[src/rtl/led_scanner_pkg.sv]
// led_scanner_pkg: motion mode encodings shared by the LED scanner.
package led_scanner_pkg;
    typedef enum logic [1:0] {
        MODE_UP     = 2'd0,
        MODE_DOWN   = 2'd1,
        MODE_BOUNCE = 2'd2,
        MODE_BLANK  = 2'd3
    } mode_t;
endpackage

[src/rtl/step_prescaler.sv]
// step_prescaler: registered step tick every step_div+1 enabled clocks.
module step_prescaler #(
    parameter int DIV_W = 24
) (
    input  logic             clk,
    input  logic             rst,
    input  logic             enable,
    input  logic             clear,
    input  logic [DIV_W-1:0] step_div,
    output logic             tick
);
    logic [DIV_W-1:0] cnt;
    logic             hit;
    assign hit = cnt >= step_div;
    // tick holds while disabled so a pending step survives a pause
    always_ff @(posedge clk or posedge rst) begin
        if (rst) begin
            cnt  <= '0;
            tick <= 1'b0;
        end else if (clear) begin
            cnt  <= '0;
            tick <= 1'b0;
        end else if (enable) begin
            cnt  <= hit ? '0 : cnt + 1'b1;
            tick <= hit;
        end
    end
endmodule

[src/rtl/led_scanner.sv]
// led_scanner: moving TRAIL-wide LED bar with sweep, bounce and blank modes.
module led_scanner
    import led_scanner_pkg::*;
#(
    parameter int N_LEDS = 8,
    parameter int TRAIL  = 2,
    parameter int DIV_W  = 24
) (
    input  logic              clk,
    input  logic              rst,
    input  logic              enable,
    input  logic [1:0]        mode,
    input  logic [DIV_W-1:0]  step_div,
    output logic [N_LEDS-1:0] led_out,
    output logic              cycle_done
);
    localparam int HW = $clog2(N_LEDS);
    localparam logic [HW-1:0] HMAX = HW'(N_LEDS - 1);
    mode_t             mode_q;
    logic [HW-1:0]     h, h_n, bcnt, bcnt_n;
    logic              dir, dir_n, blank, blank_n, wrap, tick, restart;
    logic [N_LEDS-1:0] bar;
    int                hi;
    assign restart = mode != mode_q;
    step_prescaler #(.DIV_W(DIV_W)) u_pre (
        .clk      (clk),
        .rst      (rst),
        .enable   (enable),
        .clear    (restart),
        .step_div (step_div),
        .tick     (tick)
    );
    always_comb begin
        h_n     = h;
        dir_n   = dir;
        blank_n = blank;
        bcnt_n  = bcnt;
        wrap    = 1'b0;
        if (restart) begin
            h_n     = (mode == MODE_DOWN) ? HMAX : '0;
            dir_n   = mode == MODE_DOWN;
            blank_n = 1'b0;
            bcnt_n  = '0;
        end else if (enable && tick) begin
            case (mode_q)
                MODE_UP: begin
                    h_n  = (h == HMAX) ? '0 : h + 1'b1;
                    wrap = h == HMAX;
                end
                MODE_DOWN: begin
                    h_n  = (h == '0) ? HMAX : h - 1'b1;
                    wrap = h == '0;
                end
                MODE_BOUNCE: begin
                    h_n   = dir ? h - 1'b1 : h + 1'b1;
                    dir_n = dir ? (h != HW'(1)) : (h == HMAX - 1'b1);
                    wrap  = dir && (h == HW'(1));
                end
                MODE_BLANK: begin
                    if (blank) begin
                        bcnt_n  = (bcnt == HMAX) ? '0 : bcnt + 1'b1;
                        blank_n = bcnt != HMAX;
                        h_n     = (bcnt == HMAX) ? '0 : h;
                        wrap    = bcnt == HMAX;
                    end else begin
                        h_n     = (h == HMAX) ? h : h + 1'b1;
                        blank_n = h == HMAX;
                        bcnt_n  = '0;
                    end
                end
                default: ;
            endcase
        end
    end
    // bar is decoded from next state so led_out moves on the tick edge
    assign hi = int'(h_n);
    for (genvar i = 0; i < N_LEDS; i++) begin : g_bar
        assign bar[i] = !blank_n && (dir_n ? (i >= hi && i < hi + TRAIL)
                                           : (i <= hi && i > hi - TRAIL));
    end
    always_ff @(posedge clk or posedge rst) begin
        if (rst) begin
            mode_q     <= MODE_UP;
            h          <= '0;
            dir        <= 1'b0;
            blank      <= 1'b0;
            bcnt       <= '0;
            led_out    <= '0;
            cycle_done <= 1'b0;
        end else begin
            mode_q     <= mode_t'(mode);
            h          <= h_n;
            dir        <= dir_n;
            blank      <= blank_n;
            bcnt       <= bcnt_n;
            cycle_done <= wrap;
            if (restart || enable)
                led_out <= bar;
        end
    end
endmodule
[config.mk]
export PLATFORM = sky130hd
export DESIGN_NAME = led_scanner
export DESIGN_NICKNAME = d
export VERILOG_FILES = /design/src/rtl/led_scanner_pkg.sv /design/src/rtl/step_prescaler.sv /design/src/rtl/led_scanner.sv
export SDC_FILE = /design/constraint.sdc
export NUM_CORES = 1
export LEC_CHECK = 0
export ABC_AREA = 1
export CORE_MARGIN = 2
export CORE_UTILIZATION = 29
export CTS_CLUSTER_DIAMETER = 60
export DETAILED_ROUTE_END_ITERATION = 10
export PLACE_DENSITY_LB_ADDON = 0.05
export SYNTH_ARGS = -nofsm -noshare
export SYNTH_HDL_FRONTEND = slang
export SYNTH_HIERARCHICAL = 1
export SYNTH_SLANG_ARGS = --single-unit
[constraint.sdc]
create_clock -name clk -period 3.74 [get_ports clk]
set_clock_uncertainty 0.1 [all_clocks]
set_input_delay 0.374 -clock clk [delete_from_list [all_inputs] [get_ports clk]]
set_output_delay 0.374 -clock clk [all_outputs]
set_load 0.02 [all_outputs]
== After elaboration in Yosys (flattened, before gate mapping) ==
Index checks and enable logic that the tools add are counted.
Word-level totals
  register bits after elaboration: 44
Cells by class
  add/sub/neg operators: 6
  $lt $le $gt $ge: 33
  eq/ne operators: 11
  mux-type cells: 40
  reduce and logical (&&, ||, !) cells: 34
Operators by type and width (number)
  $lt 4x32->1 const A: 3
  $mux 24: 3
  $lt 3x32->1 const A: 2
  $mux 3: 14
  $lt 1x32->1 const A: 1
  $lt 2x32->1 const A: 1
  $logic_and 1x1->1: 26
  $add 24x1->24 const B: 1
  $ge 24x24->1: 1
  $mux 1: 21
  $gt 4x4->1 const A: 4
  $ge 3x3->1 const A: 4
  $le 3x3->1 const A: 4
  $pmux 3 s4: 1
  $eq 3x3->1 const B: 3
  $gt 3x4->1 const A: 2
  $add 3x1->3 const B: 2
  $ge 1x3->1 const A: 2
  $ge 2x3->1 const A: 2
  $le 1x3->1 const A: 2
  $le 2x3->1 const A: 2
  $reduce_bool 2->1: 3
  $add 3x2->4 const B: 1
  $eq 2x1->1 const B: 2
  other kinds (16): 17

== Logic depth before layout (Yosys ltp) ==
  word-level depth: 11
  depth in mapped cells: 19
  depth with buffers taken out: 19

== Hierarchy ==
The synthesis kept the hierarchy.
By module, submodules not included
  step_prescaler: instances 1, cells each 367, area an instance 2407.3 um^2, sequential area each 625.6 um^2
  led_scanner: instances 1, cells each 243, area an instance 1687.9 um^2, sequential area each 475.5 um^2

== Least setup slack after synthesis ==
OpenSTA, ideal clock, no wires.
  path kind: reg-to-reg
  from: reg bcnt[0]
  to: reg led_out[2]
  library setup time: 0.116 ns
  arrival time: 2.201 ns
  data required time: 3.524 ns
  slack: 1.322 ns
  stages on the path, launching flop included: 18
  cells stage by stage: dfrtp_1 > ha_1 > ha_1 > inv_1 > nand2_1 > a21oi_1 > nand2_1 > nand3_1 > nand3_2 > nand2_4 > inv_2 > ha_1 > nand4_1 > nand2_1 > o21ai_0 > inv_1 > nand2_1 > nand2_1
Between the ends
  cells in the longest elaborated chain, start to end: 11
  elaborated cells between the ends (all ways): 22
  classes of those cells: add/sub (2); order compare (4); eq/ne (2); mux (10); reduce/logical (4)
RTL lines
  start, declared: RTL line led_scanner.sv:20  | logic [HW-1:0] h, h_n, bcnt, bcnt_n;
  start signal, assigned: RTL line led_scanner.sv:95  | bcnt <= bcnt_n;
  $eq 3x3->1 *: RTL line led_scanner.sv:63  | h_n = (bcnt == HMAX) ? '0 : h;
  $mux 3 *: RTL line led_scanner.sv:63
  $mux 3 *: RTL line led_scanner.sv:60  | if (blank) begin
  $pmux 3 s4 *: RTL line led_scanner.sv:45  | case (mode_q)
  $mux 3 *: RTL line led_scanner.sv:44  | end else if (enable && tick) begin
  $mux 3 *: RTL line led_scanner.sv:39  | if (restart) begin
  named net h_n[1]: RTL line led_scanner.sv:20
  $add 3x2->4 or $sub 3x2->4 (tied branches): RTL line led_scanner.sv:78, led_scanner.sv:79
  $lt 3x32->1 or $gt 3x4->1 (tied branches): RTL line led_scanner.sv:78, led_scanner.sv:79
  $logic_and 1x1->1 (on tied branches): RTL line led_scanner.sv:78, led_scanner.sv:79
  $mux 1 *: RTL line led_scanner.sv:78  | assign bar[i] = !blank_n && (dir_n ? (i >= hi && i < hi + TRAIL)
  $logic_and 1x1->1 *: RTL line led_scanner.sv:78
  end signal, assigned: RTL line led_scanner.sv:98  | led_out <= bar;
  end, declared: RTL line led_scanner.sv:14  | output logic [N_LEDS-1:0] led_out,
The timed path passes the listed nets; every way through them passes the cells marked *.
A chain may end at the register's enable or synchronous reset.

== Final worst setup path ==
  from: reg h[1]
  to: reg led_out[6]
Between the ends
  cells in the longest elaborated chain, start to end: 11
  elaborated cells between the ends (all ways): 34
  classes of those cells: add/sub (4); order compare (4); eq/ne (3); mux (18); reduce/logical (5)
RTL lines
  start, declared: RTL line led_scanner.sv:20
  start signal, assigned: RTL line led_scanner.sv:92  | h <= h_n;
  $add 3x1->3 or $eq 3x3->1 (tied branches): RTL line led_scanner.sv:47, led_scanner.sv:55, led_scanner.sv:66
  $mux 3: RTL line led_scanner.sv:66  | h_n = (h == HMAX) ? h : h + 1'b1;
  $mux 3: RTL line led_scanner.sv:60
  $pmux 3 s4 *: RTL line led_scanner.sv:45
  $mux 3 *: RTL line led_scanner.sv:44
  $mux 3 *: RTL line led_scanner.sv:39
  named net h_n[2]: RTL line led_scanner.sv:20
  $add 3x2->4 or $sub 3x2->4 (tied branches): RTL line led_scanner.sv:78, led_scanner.sv:79
  $lt 4x32->1 or $gt 4x4->1 (tied branches): RTL line led_scanner.sv:78, led_scanner.sv:79
  $logic_and 1x1->1 (on tied branches): RTL line led_scanner.sv:78, led_scanner.sv:79
  $mux 1 *: RTL line led_scanner.sv:78
  $logic_and 1x1->1 *: RTL line led_scanner.sv:78
Marks and branches as above.

==> impl_metrics.json <==
{
  "synth_mux_area_frac": 0,
  "synth-compound-area-share": 0.1198,
  "synth_top_family_by_area": "simple AND/OR/NAND/NOR gates",
  "nFillCells": 1484,
  "seq_power_share": 0.392,
  "hold_violations": 0,
  "core-area_um2": 13830,
  "avgViaCountPerCell": 4.667,
  "place_congestion": 0.8900,
  "synth.avg_cell_area_um2": 6.713,
  "drive_gt1_frac": 0.07895,
  "irDropWorstVdd_v": 0.0001313,
  "overflow": 0,
  "yosys.area_share.simple": 0.3657,
  "grt_usage": 0.1574,
  "worst_path_most_repeated_cell": "nand2_1",
  "outcome": "finished, final reports clean",
  "grt_pass1_wl_mm": 18.54,
  "power.clock.fraction": 0.337,
  "clk_latency_ns": 0.29,
  "ys_ff_latch": 44,
  "power.density_nw_per_um2": 284.2,
  "async_flop_share": 1.000,
  "yosys.area.top_type": "dfrtp_1",
  "combinationalPowerShare": 0.272,
  "start_util": 0.2962,
  "cts_tree": "done",
  "final_nets": 716,
  "yosys.area_share.adder": 0.1283,
  "crit_end": "led_out[6]",
  "syn_nets": 681,
  "cp_data_arrival_time_ns": 2.92,
  "dr.first_iter.drc_count": 187,
  "cts_made_buffers": 5,
  "placement.setup.worst_slack_ns": 0.8629,
  "relSlewSlack": 0.2887,
  "final.setup.tns_ns": 0,
  "multiInputGateArea_um2": 2572,
  "cts.sinks": 44,
  "worst_pin_slew_ns": 1.066,
  "switching_share": 0.3256,
  "seq_area_frac_synth": 0.2689,
  "cts_setup_buffers": 0,
  "rsz0062_at_grt": "false",
  "slew_viol_final": 0,
  "crit_path_start_kind": "flop",
  "num_rows": 43,
  "drt_first_pass_iters": 4,
  "synth-edff-count": 0,
  "path_max_fanout": 9,
  "cp_cell_sequence": "ha_1 -> inv_1 -> ha_1 -> nand2_1 -> nor2_1 -> nor2_1 -> nand4_1 -> nand2_1 -> a21oi_2 -> ha_1 -> inv_1 -> a21oi_1 -> inv_1 -> nand2_1 -> nand2_1 -> nand2_1 -> nand3_1 -> nand2_1",
  "criticalPathCategory": "flop to flop",
  "n_antenna_cell": 0,
  "dp_hpwl_mm": 8.418,
  "dieArea_um2": 15090,
  "antenna_found_initial": 0,
  "ys.flop_type": "dfrtp_1",
  "drt-total-wl_mm": 11.09,
  "reg2reg_from": "h[1]",
  "worstSetupEndpointType": "flop",
  "setup_violations": 0,
  "r2r-end": "led_out[6]",
  "grt_pass1_vias": 3807,
  "p_int_uw": 915.3,
  "worstPathRequired_ns": 3.87,
  "crit_slowest_cell": "dfrtp_1",
  "clkTransAtPathRegs_ns": 0.06,
  "cts_resized": 0,
  "ys_top_cells_by_count": "173 x nand2_1, 83 x inv_1, 79 x nor2_1",
  "drv_cap": 0,
  "die_h_um": 122.8,
  "synth_area_leaders": "dfrtp_1 27%, nand2_1 16%, ha_1 13%, inv_1 7.6%, nor2_1 7.2%",
  "finalWorstSetupSlack_ns": 0.9540,
  "hold_class": "flop to flop",
  "synth_cells": 610,
  "r2r_slack_ns": 0.95,
  "grt_max_degree": 26,
  "synth_top_cell_area_share": 0.2689,
  "r2r_cells": 18,
  "register_area_um2": 1101,
  "max_stage_delay_ns": 0.46,
  "cts.hold.buffers_added": 0,
  "die_w_um": 122.8,
  "timing.fmax_mhz": 358.9,
  "synth_xor_area_frac": 0.01436,
  "power_switching_uw": 441.9,
  "synth_most_common_cell": "nand2_1",
  "min_period_ns": 2.786,
  "antenna_left": 0,
  "drc": 0,
  "io_pins": 38,
  "setup.worst_path.start": "h[1]",
  "cts_max_path_buffers": 2,
  "area_growth_pct": 16.62,
  "wl_per_cell_um": 13.43,
  "timing.final.crit_share": 0.7449,
  "portBuffers": 37,
  "vias": 3855,
  "syn_area_um2": 4095,
  "htree_levels": 2,
  "yosysWarnings": 6,
  "p_leak_uw": 0.002260,
  "ys_types": 35,
  "cts_root_buffer": "clkbuf_16"
}
-- through the flow --
stage	area (um^2)	total power [uW]	hold WS, ns	std cells	utilization
finish	4776	1357	0.3826	826	0.3454
global route	4776	1457	0.4194	826	0.3454
CTS	4776	1392	0.3904	826	0.3454
detailed placement	4629	913.5	0.3694	818	0.3348
global placement	4629	915.9	0.3687	818	0.3348
floorplan	4095	778.1	0.2251	610	-
-- final cells by class --
cell class              count  area share
repair buffers             37     0.07755
clock buffers               8     0.03065
flip-flops and latches     44      0.2305
multi-input cells         463      0.5386
well taps                 180     0.04716
inverters                  94     0.07545
-- state kept, by name, indices dropped and copies added, names as in the netlist --
signal,count
bcnt,3
dir,1
h,3
u_pre/tick,1
led_out,8
mode_q,2
blank,1
u_pre/cnt,24
cycle_done,1
-- power by group through the flow --
stage	sequential, uW	clock [uW]	combinational, uW
after floorplan	556	0	222
after global placement	541	0	375
after detailed placement	541	0	373
after CTS	532	485	375
after global routing	536	505	415
final	532	457	369
-- layer usage --
metal  vias to the layer above  part of all wire  GRT usage
li1                       2006                 -          -
met1                      1774              0.45     0.1901
met2                        62              0.50     0.2845
met3                        13             0.029    0.02138
met4                         0             0.019    0.05388
met5                         -                 0          0
-- kinds of logic after synthesis --
logic type / count (synthesis)
and+or+nand+nor: 338
buffers and inverters: 103
AOI/OAI and AO/OA: 78
DFF: 44
adders and majority gates: 42
xor gates and xnor gates: 5
-- worst min-delay path by stage --
stage                     from         end  slack, ns  depth (start not counted)
floorplan                  rst     bcnt[0]       0.23                          1
global placement    led_out[6]  led_out[6]       0.37                          2
detailed placement  led_out[2]  led_out[2]       0.37                          2
CTS                 led_out[2]  led_out[2]       0.39                          2
global route        led_out[3]  led_out[3]       0.42                          2
finish              led_out[2]  led_out[2]       0.38                          2
-- placed cells by master (no fill, tap or decap), drive strengths merged --
| cell | n |
|---|---|
| a21o | 1 |
| a21oi | 20 |
| a31oi | 2 |
| clkbuf | 8 |
| clkdlybuf4s50 | 37 |
| dfrtp | 44 |
| ha | 42 |
| inv | 94 |
| nand2 | 185 |
| nand3 | 49 |
| nand4 | 10 |
| nor2 | 91 |
| nor3 | 3 |
| o211ai | 5 |
| o21a | 1 |
| o21ai | 24 |
| o21bai | 24 |
| o221ai | 1 |
| xnor2 | 2 |
| xor2 | 3 |
-- critical path: cells and delay by family, from the launching register on --
| family | cells | cell delay (ns) |
|---|---|---|
| adder cells (fa/ha/maj) | 3 | 0.80 |
| AND/OR/NAND/NOR | 10 | 0.66 |
| AO/OA/AOI/OAI | 2 | 0.55 |
| flip-flops | 1 | 0.46 |
| buffers and inverters | 3 | 0.17 |
(Power assumes the default switching activity.)
